==> config.mk <==
export PLATFORM = sky130hd
export DESIGN_NAME = text_port_arbiter_flat
export DESIGN_NICKNAME = d
export VERILOG_FILES = /design/src/rtl/text_port_arbiter_pkg.sv /design/src/rtl/text_port_arbiter_if.sv /design/src/rtl/text_addr_check.sv /design/src/rtl/text_port_arbiter.sv /design/src/flat_wrapper.sv
export SDC_FILE = /design/constraint.sdc
export NUM_CORES = 1
export LEC_CHECK = 0
export CELL_PAD_IN_SITES_DETAIL_PLACEMENT = 1
export CELL_PAD_IN_SITES_GLOBAL_PLACEMENT = 1
export CORE_UTILIZATION = 30
export CTS_BUF_LIST = sky130_fd_sc_hd__clkbuf_8
export CTS_CLUSTER_DIAMETER = 40
export DETAILED_ROUTE_END_ITERATION = 8
export PLACE_DENSITY_LB_ADDON = 0.1
export SYNTH_ARGS = -nofsm -noshare
export SYNTH_HDL_FRONTEND = slang
export SYNTH_HIERARCHICAL = 1
export SYNTH_SLANG_ARGS = --single-unit
==> constraint.sdc <==
create_clock -name clk -period 1.95 [get_ports clk]
set_input_delay 0.39 -clock clk [delete_from_list [all_inputs] [get_ports clk]]
set_output_delay 0.39 -clock clk [all_outputs]
set_load 0.01 [all_outputs]
==> src/rtl/text_port_arbiter_pkg.sv <==
// Shared definitions for the text-ROM port arbiter: default geometry,
// FSM state encoding, grant selector and the address legality rule.
package text_port_arbiter_pkg;

  // Defaults shared with the text ROM instance
  localparam int          DEF_ADDR_WIDTH     = 12;
  localparam logic [31:0] DEF_TEXT_BASE      = 32'h0000_0800;
  localparam int          DEF_MAX_DATA_BURST = 4;

  // Arbitration FSM states
  typedef enum logic {
    ARB_DPRIO    = 1'b0,
    ARB_FORCE_IF = 1'b1
  } arb_state_t;

  // Which requester owns the ROM port this cycle
  typedef enum logic [1:0] {
    GNT_NONE = 2'd0,
    GNT_IF   = 2'd1,
    GNT_D    = 2'd2
  } gnt_sel_t;

  // A byte address is usable when it lies inside [base, limit) and is word aligned
  function automatic logic addr_is_legal(input logic [31:0] addr,
                                         input logic [31:0] base,
                                         input logic [32:0] limit);
    return (addr >= base) && ({1'b0, addr} < limit) && (addr[1:0] == 2'b00);
  endfunction

endpackage

==> src/rtl/text_port_arbiter_if.sv <==
// Bundle of the fetch port, data port, ROM port and stall statistic.
// slave = arbiter view, master = pipeline/ROM view.
interface text_port_arbiter_if #(
  parameter int ADDR_WIDTH = text_port_arbiter_pkg::DEF_ADDR_WIDTH
);

  // Fetch port
  logic                  if_req;
  logic [31:0]           if_addr;
  logic                  if_gnt;
  logic                  if_rvalid;
  logic [31:0]           if_rdata;
  logic                  if_err;

  // Data port
  logic                  d_req;
  logic [31:0]           d_addr;
  logic                  d_gnt;
  logic                  d_rvalid;
  logic [31:0]           d_rdata;
  logic                  d_err;

  // Text ROM port
  logic [ADDR_WIDTH-1:0] mem_addr;
  logic [31:0]           mem_dout;

  // Fetch stall statistic
  logic [31:0]           if_stall_cnt;

  modport slave (
    input  if_req, if_addr, d_req, d_addr, mem_dout,
    output if_gnt, if_rvalid, if_rdata, if_err,
    output d_gnt, d_rvalid, d_rdata, d_err,
    output mem_addr, if_stall_cnt
  );

  modport master (
    output if_req, if_addr, d_req, d_addr, mem_dout,
    input  if_gnt, if_rvalid, if_rdata, if_err,
    input  d_gnt, d_rvalid, d_rdata, d_err,
    input  mem_addr, if_stall_cnt
  );

endinterface

==> src/rtl/text_addr_check.sv <==
// Combinational range/alignment check of one requester's byte address,
// plus extraction of the ROM word index. One instance per port.
module text_addr_check
  import text_port_arbiter_pkg::*;
#(
  parameter int          ADDR_WIDTH = DEF_ADDR_WIDTH,
  parameter logic [31:0] TEXT_BASE  = DEF_TEXT_BASE
) (
  input  logic [31:0]           addr,
  output logic                  legal,
  output logic [ADDR_WIDTH-1:0] word_idx
);

  // One past the last byte the ROM can hold
  localparam logic [32:0] ADDR_LIMIT = 33'd1 << (ADDR_WIDTH + 2);

  assign legal    = addr_is_legal(addr, TEXT_BASE, ADDR_LIMIT);
  assign word_idx = addr[ADDR_WIDTH+1:2];

endmodule

==> src/rtl/text_port_arbiter.sv <==
// text_port_arbiter: shares the combinational text-ROM read port between
// instruction fetch and data (literal) reads. Data has priority, but after
// MAX_DATA_BURST data grants with a fetch waiting the fetch is forced in.
// Responses are registered one cycle after the grant; illegal addresses are
// still arbitrated but answer with err=1, rdata=0.
// Optional build macro TEXT_ARB_STATS_EN adds a saturating fetch-stall counter;
// without it if_stall_cnt is tied to zero.
module text_port_arbiter
  import text_port_arbiter_pkg::*;
#(
  parameter int          ADDR_WIDTH     = DEF_ADDR_WIDTH,
  parameter logic [31:0] TEXT_BASE      = DEF_TEXT_BASE,
  parameter int          MAX_DATA_BURST = DEF_MAX_DATA_BURST
) (
  input logic                clk,
  input logic                rst_n,
  text_port_arbiter_if.slave bus
);

  localparam int                 BURST_W     = $clog2(MAX_DATA_BURST + 1);
  localparam logic [BURST_W-1:0] BURST_LIMIT = BURST_W'(MAX_DATA_BURST);

  arb_state_t            state_reg;
  logic [BURST_W-1:0]    burst_cnt_reg;
  gnt_sel_t              gnt_sel;
  logic                  if_gnt;
  logic                  d_gnt;
  logic                  if_legal;
  logic                  d_legal;
  logic [ADDR_WIDTH-1:0] if_idx;
  logic [ADDR_WIDTH-1:0] d_idx;
  logic [ADDR_WIDTH-1:0] mem_addr_reg;

  logic                  if_rvalid_reg;
  logic [31:0]           if_rdata_reg;
  logic                  if_err_reg;
  logic                  d_rvalid_reg;
  logic [31:0]           d_rdata_reg;
  logic                  d_err_reg;

  text_addr_check #(
    .ADDR_WIDTH (ADDR_WIDTH),
    .TEXT_BASE  (TEXT_BASE)
  ) u_if_check (
    .addr     (bus.if_addr),
    .legal    (if_legal),
    .word_idx (if_idx)
  );

  text_addr_check #(
    .ADDR_WIDTH (ADDR_WIDTH),
    .TEXT_BASE  (TEXT_BASE)
  ) u_d_check (
    .addr     (bus.d_addr),
    .legal    (d_legal),
    .word_idx (d_idx)
  );

  // Grant selection; nothing is granted while reset is asserted
  always_comb begin
    gnt_sel = GNT_NONE;
    if (rst_n) begin
      case (state_reg)
        ARB_FORCE_IF: begin
          if (bus.if_req)     gnt_sel = GNT_IF;
          else if (bus.d_req) gnt_sel = GNT_D;
        end
        default: begin
          if (bus.d_req)       gnt_sel = GNT_D;
          else if (bus.if_req) gnt_sel = GNT_IF;
        end
      endcase
    end
  end

  assign if_gnt     = (gnt_sel == GNT_IF);
  assign d_gnt      = (gnt_sel == GNT_D);
  assign bus.if_gnt = if_gnt;
  assign bus.d_gnt  = d_gnt;

  // ROM address follows the winner combinationally, otherwise holds
  assign bus.mem_addr = if_gnt ? if_idx :
                        d_gnt  ? d_idx  : mem_addr_reg;

  // Arbitration FSM with the anti-starvation burst counter
  always_ff @(posedge clk or negedge rst_n) begin
    if (!rst_n) begin
      state_reg     <= ARB_DPRIO;
      burst_cnt_reg <= '0;
    end else begin
      case (state_reg)
        ARB_FORCE_IF: begin
          burst_cnt_reg <= '0;
          state_reg     <= ARB_DPRIO;
        end
        default: begin
          if (!bus.if_req || if_gnt) begin
            burst_cnt_reg <= '0;
          end else if (d_gnt) begin
            burst_cnt_reg <= burst_cnt_reg + 1'b1;
            if (burst_cnt_reg + 1'b1 == BURST_LIMIT) begin
              state_reg <= ARB_FORCE_IF;
            end
          end
        end
      endcase
    end
  end

  // Registered responses: valid for one cycle after a grant, data held otherwise
  always_ff @(posedge clk or negedge rst_n) begin
    if (!rst_n) begin
      if_rvalid_reg <= 1'b0;
      if_rdata_reg  <= '0;
      if_err_reg    <= 1'b0;
      d_rvalid_reg  <= 1'b0;
      d_rdata_reg   <= '0;
      d_err_reg     <= 1'b0;
      mem_addr_reg  <= '0;
    end else begin
      if_rvalid_reg <= if_gnt;
      d_rvalid_reg  <= d_gnt;
      if_err_reg    <= if_gnt && !if_legal;
      d_err_reg     <= d_gnt && !d_legal;
      if (if_gnt) begin
        if_rdata_reg <= if_legal ? bus.mem_dout : 32'h0;
      end
      if (d_gnt) begin
        d_rdata_reg <= d_legal ? bus.mem_dout : 32'h0;
      end
      if (if_gnt || d_gnt) begin
        mem_addr_reg <= bus.mem_addr;
      end
    end
  end

  assign bus.if_rvalid = if_rvalid_reg;
  assign bus.if_rdata  = if_rdata_reg;
  assign bus.if_err    = if_err_reg;
  assign bus.d_rvalid  = d_rvalid_reg;
  assign bus.d_rdata   = d_rdata_reg;
  assign bus.d_err     = d_err_reg;

`ifdef TEXT_ARB_STATS_EN
  logic [31:0] stall_cnt_reg;

  // Count cycles where a fetch waits, saturating at all-ones
  always_ff @(posedge clk or negedge rst_n) begin
    if (!rst_n) begin
      stall_cnt_reg <= '0;
    end else if (bus.if_req && !if_gnt && (stall_cnt_reg != 32'hFFFF_FFFF)) begin
      stall_cnt_reg <= stall_cnt_reg + 32'd1;
    end
  end

  assign bus.if_stall_cnt = stall_cnt_reg;
`else
  assign bus.if_stall_cnt = 32'h0;
`endif

endmodule

==> src/flat_wrapper.sv <==
// flat-port wrapper written by rule: the top's interface ports become plain ports
module text_port_arbiter_flat import text_port_arbiter_pkg::*;
#(
  parameter int          ADDR_WIDTH     = DEF_ADDR_WIDTH,
  parameter logic [31:0] TEXT_BASE      = DEF_TEXT_BASE,
  parameter int          MAX_DATA_BURST = DEF_MAX_DATA_BURST
)
  (clk, rst_n, bus_if_req, bus_if_addr, bus_d_req, bus_d_addr, bus_mem_dout, bus_if_gnt, bus_if_rvalid, bus_if_rdata, bus_if_err, bus_d_gnt, bus_d_rvalid, bus_d_rdata, bus_d_err, bus_mem_addr, bus_if_stall_cnt);
  text_port_arbiter_if #(.ADDR_WIDTH(ADDR_WIDTH)) bus_i ();
  input logic clk;
  input logic rst_n;
  input wire logic [$bits(bus_i.if_req)-1:0] bus_if_req;
  input wire logic [$bits(bus_i.if_addr)-1:0] bus_if_addr;
  input wire logic [$bits(bus_i.d_req)-1:0] bus_d_req;
  input wire logic [$bits(bus_i.d_addr)-1:0] bus_d_addr;
  input wire logic [$bits(bus_i.mem_dout)-1:0] bus_mem_dout;
  output wire logic [$bits(bus_i.if_gnt)-1:0] bus_if_gnt;
  output wire logic [$bits(bus_i.if_rvalid)-1:0] bus_if_rvalid;
  output wire logic [$bits(bus_i.if_rdata)-1:0] bus_if_rdata;
  output wire logic [$bits(bus_i.if_err)-1:0] bus_if_err;
  output wire logic [$bits(bus_i.d_gnt)-1:0] bus_d_gnt;
  output wire logic [$bits(bus_i.d_rvalid)-1:0] bus_d_rvalid;
  output wire logic [$bits(bus_i.d_rdata)-1:0] bus_d_rdata;
  output wire logic [$bits(bus_i.d_err)-1:0] bus_d_err;
  output wire logic [$bits(bus_i.mem_addr)-1:0] bus_mem_addr;
  output wire logic [$bits(bus_i.if_stall_cnt)-1:0] bus_if_stall_cnt;
  assign bus_i.if_req = bus_if_req;
  assign bus_i.if_addr = bus_if_addr;
  assign bus_i.d_req = bus_d_req;
  assign bus_i.d_addr = bus_d_addr;
  assign bus_i.mem_dout = bus_mem_dout;
  assign bus_if_gnt = bus_i.if_gnt;
  assign bus_if_rvalid = bus_i.if_rvalid;
  assign bus_if_rdata = bus_i.if_rdata;
  assign bus_if_err = bus_i.if_err;
  assign bus_d_gnt = bus_i.d_gnt;
  assign bus_d_rvalid = bus_i.d_rvalid;
  assign bus_d_rdata = bus_i.d_rdata;
  assign bus_d_err = bus_i.d_err;
  assign bus_mem_addr = bus_i.mem_addr;
  assign bus_if_stall_cnt = bus_i.if_stall_cnt;
  text_port_arbiter #(.ADDR_WIDTH(ADDR_WIDTH), .TEXT_BASE(TEXT_BASE), .MAX_DATA_BURST(MAX_DATA_BURST)) u_core (.clk(clk), .rst_n(rst_n), .bus(bus_i));
endmodule
; ---- Word-level counts from Yosys, hierarchy flattened
; Index checks and enable logic that the tools add are counted.
; Widths: inputs -> output; s select.
[op_classes]
addsub = 1
order_cmp = 4
eq_ne = 3
muxes = 17
n_reduce_logical = 14
[ops]
columns = op, n
row1 = $ge 32x12->1 const B, 2
row2 = $lt 32x15->1 const B, 2
row3 = $mux 32, 2
row4 = $mux 12, 2
row5 = $mux 2, 5
row6 = $mux 3, 3
row7 = $logic_and 1x1->1, 6
row8 = $mux 1, 5
row9 = $logic_not 2->1, 2
row10 = $add 3x1->3 const B, 1
row11 = $eq 3x3->1 const B, 1
row12 = $logic_not 1->1, 3
row13 = $reduce_bool 3->1, 1
row14 = $eq 2x1->1 const B, 1
row15 = $eq 2x2->1 const B, 1
row16 = $logic_or 1x1->1, 2
[totals]
ff_bits = 84
inputBits = 100
output_inout_bits = 114
elab_cells = 48

; ---- Longest topological paths before layout
[logic_depth]
ltp_word = 8
depth_mapped = 9
mapped_depth_nobuf = 7

; ---- By module
; The synthesis kept the hierarchy.
[modules_own_cells]
columns = mod, instances, cells_per_inst, area_per_inst_um2, seq_area_each_um2
row1 = text_port_arbiter, 1, 441, 4043.9, 2102.0
row2 = text_addr_check, 2, 21, 147.6, 0.0

; ---- Worst setup path before layout
; No wires, ideal clock.
[synth_timing]
path_kind = in2out
from = input rst_n
to = output bus_mem_addr[1]
arrival_ns = 1.554
required_ns = 1.560
setup_slack_ns = 0.006
path_stages = 7
n_path_buf = 2
cell_sequence = nand2_1 a21o_1 ha_1 buf_6 buf_6 mux2i_1 o21ai_0
[synth_via]
elab_chain_len = 4
word_cells_on_any_way = 5
cone_classes = eq/ne: 2 / mux: 3
[synth_lines]
columns = item, line_no
row1 = from (decl), flat_wrapper.sv:11  ; input logic rst_n;
row2 = $mux 2, text_port_arbiter.sv:62  ; if (rst_n) begin
row3 = $eq 2x2->1, text_port_arbiter.sv:77  ; assign d_gnt = (gnt_sel == GNT_D);
row4 = net bus_d_gnt, flat_wrapper.sv:21  ; output wire logic [$bits(bus_i.d_gnt)-1:0] bus_d_gnt;
row5 = $mux 12, text_port_arbiter.sv:83  ; d_gnt ? d_idx : mem_addr_reg;
row6 = $mux 12, text_port_arbiter.sv:82  ; assign bus.mem_addr = if_gnt ? if_idx :
row7 = to (decl), flat_wrapper.sv:25  ; output wire logic [$bits(bus_i.mem_addr)-1:0] bus_mem_addr;
; The timed path passes the listed nets, and every way through them passes these cells.

; ---- Worst setup path in the final report
[layout_timing]
from = register u_core.state_reg
to = output bus_mem_addr[2]
[layout_via]
elab_chain_len = 5
word_cells_on_any_way = 6
cone_classes = eq/ne: 2 / mux: 4
[layout_lines]
columns = item, line_no
row1 = from (decl), text_port_arbiter.sv:23  ; arb_state_t state_reg;
row2 = from (signal assigned), text_port_arbiter.sv:88  ; state_reg <= ARB_DPRIO;
row3 = from (signal assigned), text_port_arbiter.sv:94  ; state_reg <= ARB_DPRIO;
row4 = from (signal assigned), text_port_arbiter.sv:102  ; state_reg <= ARB_FORCE_IF;
row5 = $mux 2 (*), text_port_arbiter.sv:63  ; case (state_reg)
row6 = $mux 2 (*), text_port_arbiter.sv:62
row7 = $eq 2x2->1, text_port_arbiter.sv:77
row8 = $mux 12, text_port_arbiter.sv:83
row9 = $mux 12 (*), text_port_arbiter.sv:82
; Every way passes the cells marked *; elsewhere a longest branch is shown, timed or not.

==> results.toml <==
[run_status]
status = "complete, but fails checks"
violations = "setup timing"

[sta]
layout_setup_ws_ps = -188.7
finalCriticalPeriod_ps = 2139
finalCritPeriodShare_pct = 109.7
maxClockFrequency_ghz = 0.4676
hold_viol = 0
fin_skew_ps = 8.071
rsz0062_at_grt = "yes"
max_slew_margin_pct = 38.69
slew_viol_final = 0
final.setup.tns_ps = -1806
worst_pin_slew_ps = 919.7
finalSetupViolCount = 12

[power_and_ir_drop]
swShare_pct = 27.18
powerDensity_mw_per_mm2 = 607.0
power.internal_uw = 2841
leakage_uw = 0.002621
clkPwrFrac_pct = 31.4
ir_drop_v = 0.0003269
pwr-share-comb_pct = 20.0
pwr-share-seq_pct = 48.6
power.switching_uw = 1060

[finish]
final_util_pct = 45.94
layout_commonest_cell = "clkdlybuf4s50_1"
fin_area_mm2 = 0.006426
nNetsFinal = 759
diodes = 0
nFillCells = 1653
stdcell_count = 839
final_cell_mix = "164 x clkdlybuf4s50_1, 84 x dfrtp_1, 70 x inv_1"
area_delta_synth_final_pct = 48.10
drive_above_1_share_pct = 13.20

[worst_setup_path]
reg2reg_depth = 8
crit_family = "flip-flops"
crit_chain = "inv_2 > a21o_1 > ha_4 > buf_12 > mux2i_2 > o21ai_1 > buf_2"
startpoint_type = "flip-flop"
cp.required_ps = 1560
max_stage_delay_ps = 370
regToRegStartpoint = "u_core/state_reg"
worstPathArrival_ps = 1750
cp_max_fo = 8
rr_endpoint = "u_core/mem_addr_reg[9]"
cp.buffers_inverters = 3
critical_path_class = "reg -> out"
end_kind = "output port"
crit_slowest_cell = "dfrtp_1"
r2r_slack_ps = 130

[die]
die_w_um = 122.3
fp.dieH_um = 122.3
dieArea_mm2 = 0.01495
rows = 43
io_pins = 214
core_area_mm2 = 0.01399
start_util_pct = 31.02

[cts]
cts_tree = "yes"
cts_buffers = 9
hold_buffers = 0
cts_root_buf = "clkbuf_8"
clk_latency_ps = 370
numClockSinks = 84
clk_pin_slew_ps = 90
cts_htree_levels = 3
cts_buffer_depth = 2

[detailed_routing]
viasPerCell = 4.554
vias = 3821
drt_wl_total_um = 13060
drt_first_pass_iters = 4
ant_nets = 0
drt-wirelength-per-cell_um = 15.56
drcViolationCount = 0
drtIter0Drc = 105

[logic_synthesis]
synth_compound_area_share_pct = 14.19
syn_area_mm2 = 0.004339
synth_top_family_by_area = "buffers and inverters"
ys_types = 29
synth_xor_xnor_area_share_pct = 0.2018
ys_seq_area_share_pct = 48.44
synth_adder_area_share_pct = 1.153
synthSimpleGateAreaFrac_pct = 13.41
synth.area.mux_share_pct = 2.999
synth-seq-cells = 84
yosysWarnings = 6
syn_avg_cell_area_um2 = 8.984
syn_inst = 483

[place]
portBuffers = 181
post-dp-hpwl_um = 9676
place_inst = 821
place.gp.congestion = 0.7363
pre_cts_ws_ps = -822.6
postPlaceCellArea_mm2 = 0.006236

[global_route]
grt_pass1_vias = 4059
grt_remaining_overflow = 0
antenna_found_initial = 1
grt_use_total_pct = 18.47
grt_max_degree = 72
grt_pass1_wl_um = 21040

[run]
cap_violations = 0

[min_path]
hp-class = "in -> async"
layer usage:
| metal | vias up | global-route usage (%) | share of wire (%) | routed length (um) |
|---|---|---|---|---|
| met5 | - | 0 | 0.10 | 13 |
| met4 | 2 | 3.506 | 0.68 | 89 |
| met3 | 8 | 6.645 | 6.4 | 830 |
| met2 | 114 | 32.23 | 51 | 6710 |
| met1 | 1847 | 21.77 | 41 | 5414 |
| li1 | 1850 | - | - | - |
layout make-up:
class / count / area, um2 / share of cell area, %
tap: 180 / 225.2 / 3.505
multi-input combinational: 272 / 1550 / 24.12
timing repair buffer: 218 / 2102 / 32.71
clock buffer: 10 / 137.6 / 2.142
sequential: 84 / 2102 / 32.71
inverter: 70 / 262.8 / 4.089
clock inverter: 5 / 46.29 / 0.7204
synth_stat cells:
library cell,n,share of area [%]
o32ai_1,11,2.2
nor2b_1,1,0.14
nor3_1,2,0.23
nand2_1,18,1.6
nand3_1,66,7.6
nand2b_4,1,0.32
or2_4,1,0.20
ha_1,4,1.2
inv_1,70,6.1
mux2i_1,13,3.0
a21o_1,1,0.17
o21ai_0,70,8.1
nand2b_1,1,0.14
dfrtp_1,84,48
buf_4,58,10
nor4_2,2,0.58
nor4_1,8,1.2
buf_2,11,1.3
clkbuf_1,16,1.4
o21ai_1,5,0.58
buf_6,3,0.78
o22ai_1,1,0.14
a211oi_1,1,0.17
a21oi_2,10,2.0
conb_1,1,0.086
o31ai_1,2,0.35
a21oi_1,4,0.46
nor2_1,17,1.5
xnor2_1,1,0.20
tightest hold or removal path: stages:
cell,delay (ps)
buf_4,100
buf_4,110
buf_4,200
cell families (layout without fill, tap and decap cells):
group / Yosys count / count (layout)
AND/OR/NAND/NOR: 117 / 117
other: 1 / 32
XOR/XNOR: 1 / 1
buffers and inverters: 158 / 303
AO/OA/AOI/OAI: 105 / 105
flip-flops: 84 / 84
multiplexers: 13 / 13
adder cells (fa/ha/maj): 4 / 4
how the worst max path moves through the flow:
stage | endpoint | slack (ps) | cells past startpoint | start
2_1_floorplan | bus_mem_addr[1] | 6 | 7 | rst_n
3_3_place_gp | bus_mem_addr[3] | -760 | 9 | bus_if_req
3_5_place_dp | bus_mem_addr[2] | -820 | 9 | bus_if_req
4_1_cts | bus_mem_addr[11] | -230 | 8 | u_core/state_reg
5_1_grt | bus_mem_addr[1] | -300 | 8 | u_core/state_reg
6_report | bus_mem_addr[2] | -190 | 7 | u_core/state_reg
timing repair:
item                       in CTS  in global routing
pin swaps                       4                  3
setup buffers                   3                  1
gates resized for setup        75                 10
setup endpoints to repair      47                 20
stage by stage:
| stage | total power, uW | hold WS, ps |
|---|---|---|
| final | 3901 | 71.10 |
| after global placement | 2736 | 453.6 |
| after global routing | 4114 | 55.87 |
| after detailed placement | 2758 | 463.1 |
| after floorplan | 2311 | 94.41 |
| after CTS | 3956 | 53.25 |
power groups by stage:
| stage | logic (uW) | clock network [uW] | registers, uW |
|---|---|---|---|
| 6_report | 780 | 1230 | 1900 |
| 5_1_grt | 860 | 1350 | 1900 |
| 4_1_cts | 785 | 1280 | 1900 |
| 3_5_place_dp | 830 | 0 | 1930 |
| 3_3_place_gp | 809 | 0 | 1930 |
| 2_1_floorplan | 398 | 0 | 1910 |
(Power assumes the default switching activity.)
==> RTL change, RTL diff (same flow settings) <==
Change the package constant `DEF_ADDR_WIDTH` from 12 to 14.
--- a/src/rtl/text_port_arbiter_pkg.sv
+++ b/src/rtl/text_port_arbiter_pkg.sv
@@ -3,7 +3,7 @@
 package text_port_arbiter_pkg;
 
   // Defaults shared with the text ROM instance
-  localparam int          DEF_ADDR_WIDTH     = 12;
+  localparam int          DEF_ADDR_WIDTH     = 14;
   localparam logic [31:0] DEF_TEXT_BASE      = 32'h0000_0800;
   localparam int          DEF_MAX_DATA_BURST = 4;
 
Interface: changed (resized bus_mem_addr); port bits go from 214 to 216. No check against the original RTL was run, so the function may have changed too.
==> RTL change against the unedited design <==
  * The flow still finishes with violations (setup timing)
  * Core utilization up 1.8 points
  * Total power is 9.3% higher
  * Worst hold slack got worse by 54 ps
  * Count of clock-buffer cells in the layout is 1 lower
  * Via count rose by 7.0%
  * First-iteration DRC count is 63% higher
  * Non-clock buffer count grew 23
  * Setup slack got worse by 37 ps
  * Synthesized area increased by 2.9%
  * Final area grew 7.9%
  * Routed wire length rose by 12%
  * Sequential cell count is 2 higher
  * Clock power rose by 14%
  * Highest routed layer is now met4
==> RTL change: results (changes against the unedited design) <==
| Metric | Value |
|---|---|
| Commonest cells post-synth | dfrtp_1, inv_1, nand3_1, o21ai_0, buf_4 (was dfrtp_1, inv_1, o21ai_0, nand3_1, buf_4) |
| Worst r2r dst | u_core/mem_addr_reg[4] (was u_core/mem_addr_reg[9]) |
| Syn Area/Cell | 8.89 µm² (was 8.98 µm²) |
| Arrival time of the worst setup path | 1790 ps (was 1750 ps) |
| Mux cell area share after synthesis | 3.36% (was 3.00%) |
| Antenna fix cells | 1 (was 0) |
| Largest net degree at the start of global routing | 67 (was 72) |
| IO buf count | 183 (was 181) |
| Largest cells by area after synthesis | dfrtp_1, buf_4, nand3_1 (was dfrtp_1, buf_4, o21ai_0) |
| First-pass GRT wire length | 22.6 mm (was 21.0 mm) |
| Outcome | finished, violations left (unchanged) |
| WL final | 14.7 mm (was 13.1 mm) |
| Detailed Route Iter0 Violations | 171 (was 105) |
| CP peak stage delay | 410 ps (was 370 ps) |
| Post-DP HPWL | 10.3 mm (was 9.68 mm) |
| Clock skew | 8.23 ps (was 8.07 ps) |
| Worst r2r path cells | 10 (was 8) |
| FF+latch count | 86 (was 84) |
| Flop2flop setup slack | 10 ps (was 130 ps) |
| Vias per cell | 4.63 (was 4.55) |
| Multi-input gates | 286 (was 272) |
| GP Congestion | 0.772 (was 0.736) |
| Max_slew headroom | 43.4% (was 38.7%) |
| Compound-Gate Fraction of Synth Area | 13.9% (was 14.2%) |
| # Post-CTS Setup Buffers | 15 (was 3) |
| Register area | 2150 µm² (was 2100 µm²) |
| Clock-cell share of area | 3.07% (was 2.86%) |
| Final cell count without fillers | 884 (was 839) |
| Final setup fails | 16 (was 12) |
| Post_cts resized | 82 (was 75) |
| Adder-cell share of the synthesized area | 1.12% (was 1.15%) |
| Clock share of power | 32.8% (was 31.4%) |
| Placed cells | 849 (was 821) |
| Maximum VDD drop | 0.299 mV (was 0.327 mV) |
| Fraction of area in non-clock buffers | 33.5% (was 32.7%) |
| GRT Total Usage | 19.6% (was 18.5%) |
| Final nets | 798 (was 759) |
| Failing checks | setup timing (unchanged) |
| Pre-CTS WS | -774 ps (was -823 ps) |
| Number of fill cells | 1,692 (was 1,653) |
| Static Leakage | 2.81 nW (was 2.62 nW) |
| Fraction of area in multi-input gates | 25.2% (was 24.1%) |
| XOR/XNOR Fraction of Synth Area | 0.196% (was 0.202%) |
| Fin Setup TNS | -3010 ps (was -1810 ps) |
| Power per Cell Area | 615 nW/µm² (was 607 nW/µm²) |
| Post-route setup slack | -226 ps (was -189 ps) |
| Post-route cell area | 6930 µm² (was 6430 µm²) |
| DP Area | 6420 µm² (was 6240 µm²) |
| Vias in the first global route | 4,270 (was 4,059) |
-- RTL change: cell count changes in the layout (fill, tap and decap cells not counted), moves of 5 or more --
cell	unedited run	this run
a21oi_2	10	15
o32ai_1	11	4
o32ai_2	0	9
buf_4	30	47
-- RTL change: per-layer routing --
layer  up-vias  part of all wire, %  global-route usage, %
met5         -                    0                      0
met4         0                  1.7                   7.74
met3        16                  5.4                   3.85
met2       117                   51                   33.6
met1      1998                   42                   24.2
li1       1959                    -                      -
-- RTL change: how the worst min path moves through the flow --
stage / startpoint / endpoint / slack [ps] / cells after the start
finish: rst_n / u_core/burst_cnt_reg[2] / 20 / 2
floorplan: rst_n / u_core/burst_cnt_reg[0] / 90 / 0
CTS: rst_n / u_core/burst_cnt_reg[2] / 4 / 2
global placement: rst_n / u_core/state_reg / 410 / 2
global route: rst_n / u_core/burst_cnt_reg[2] / 30 / 2
detailed placement: rst_n / u_core/burst_cnt_reg[2] / 420 / 2
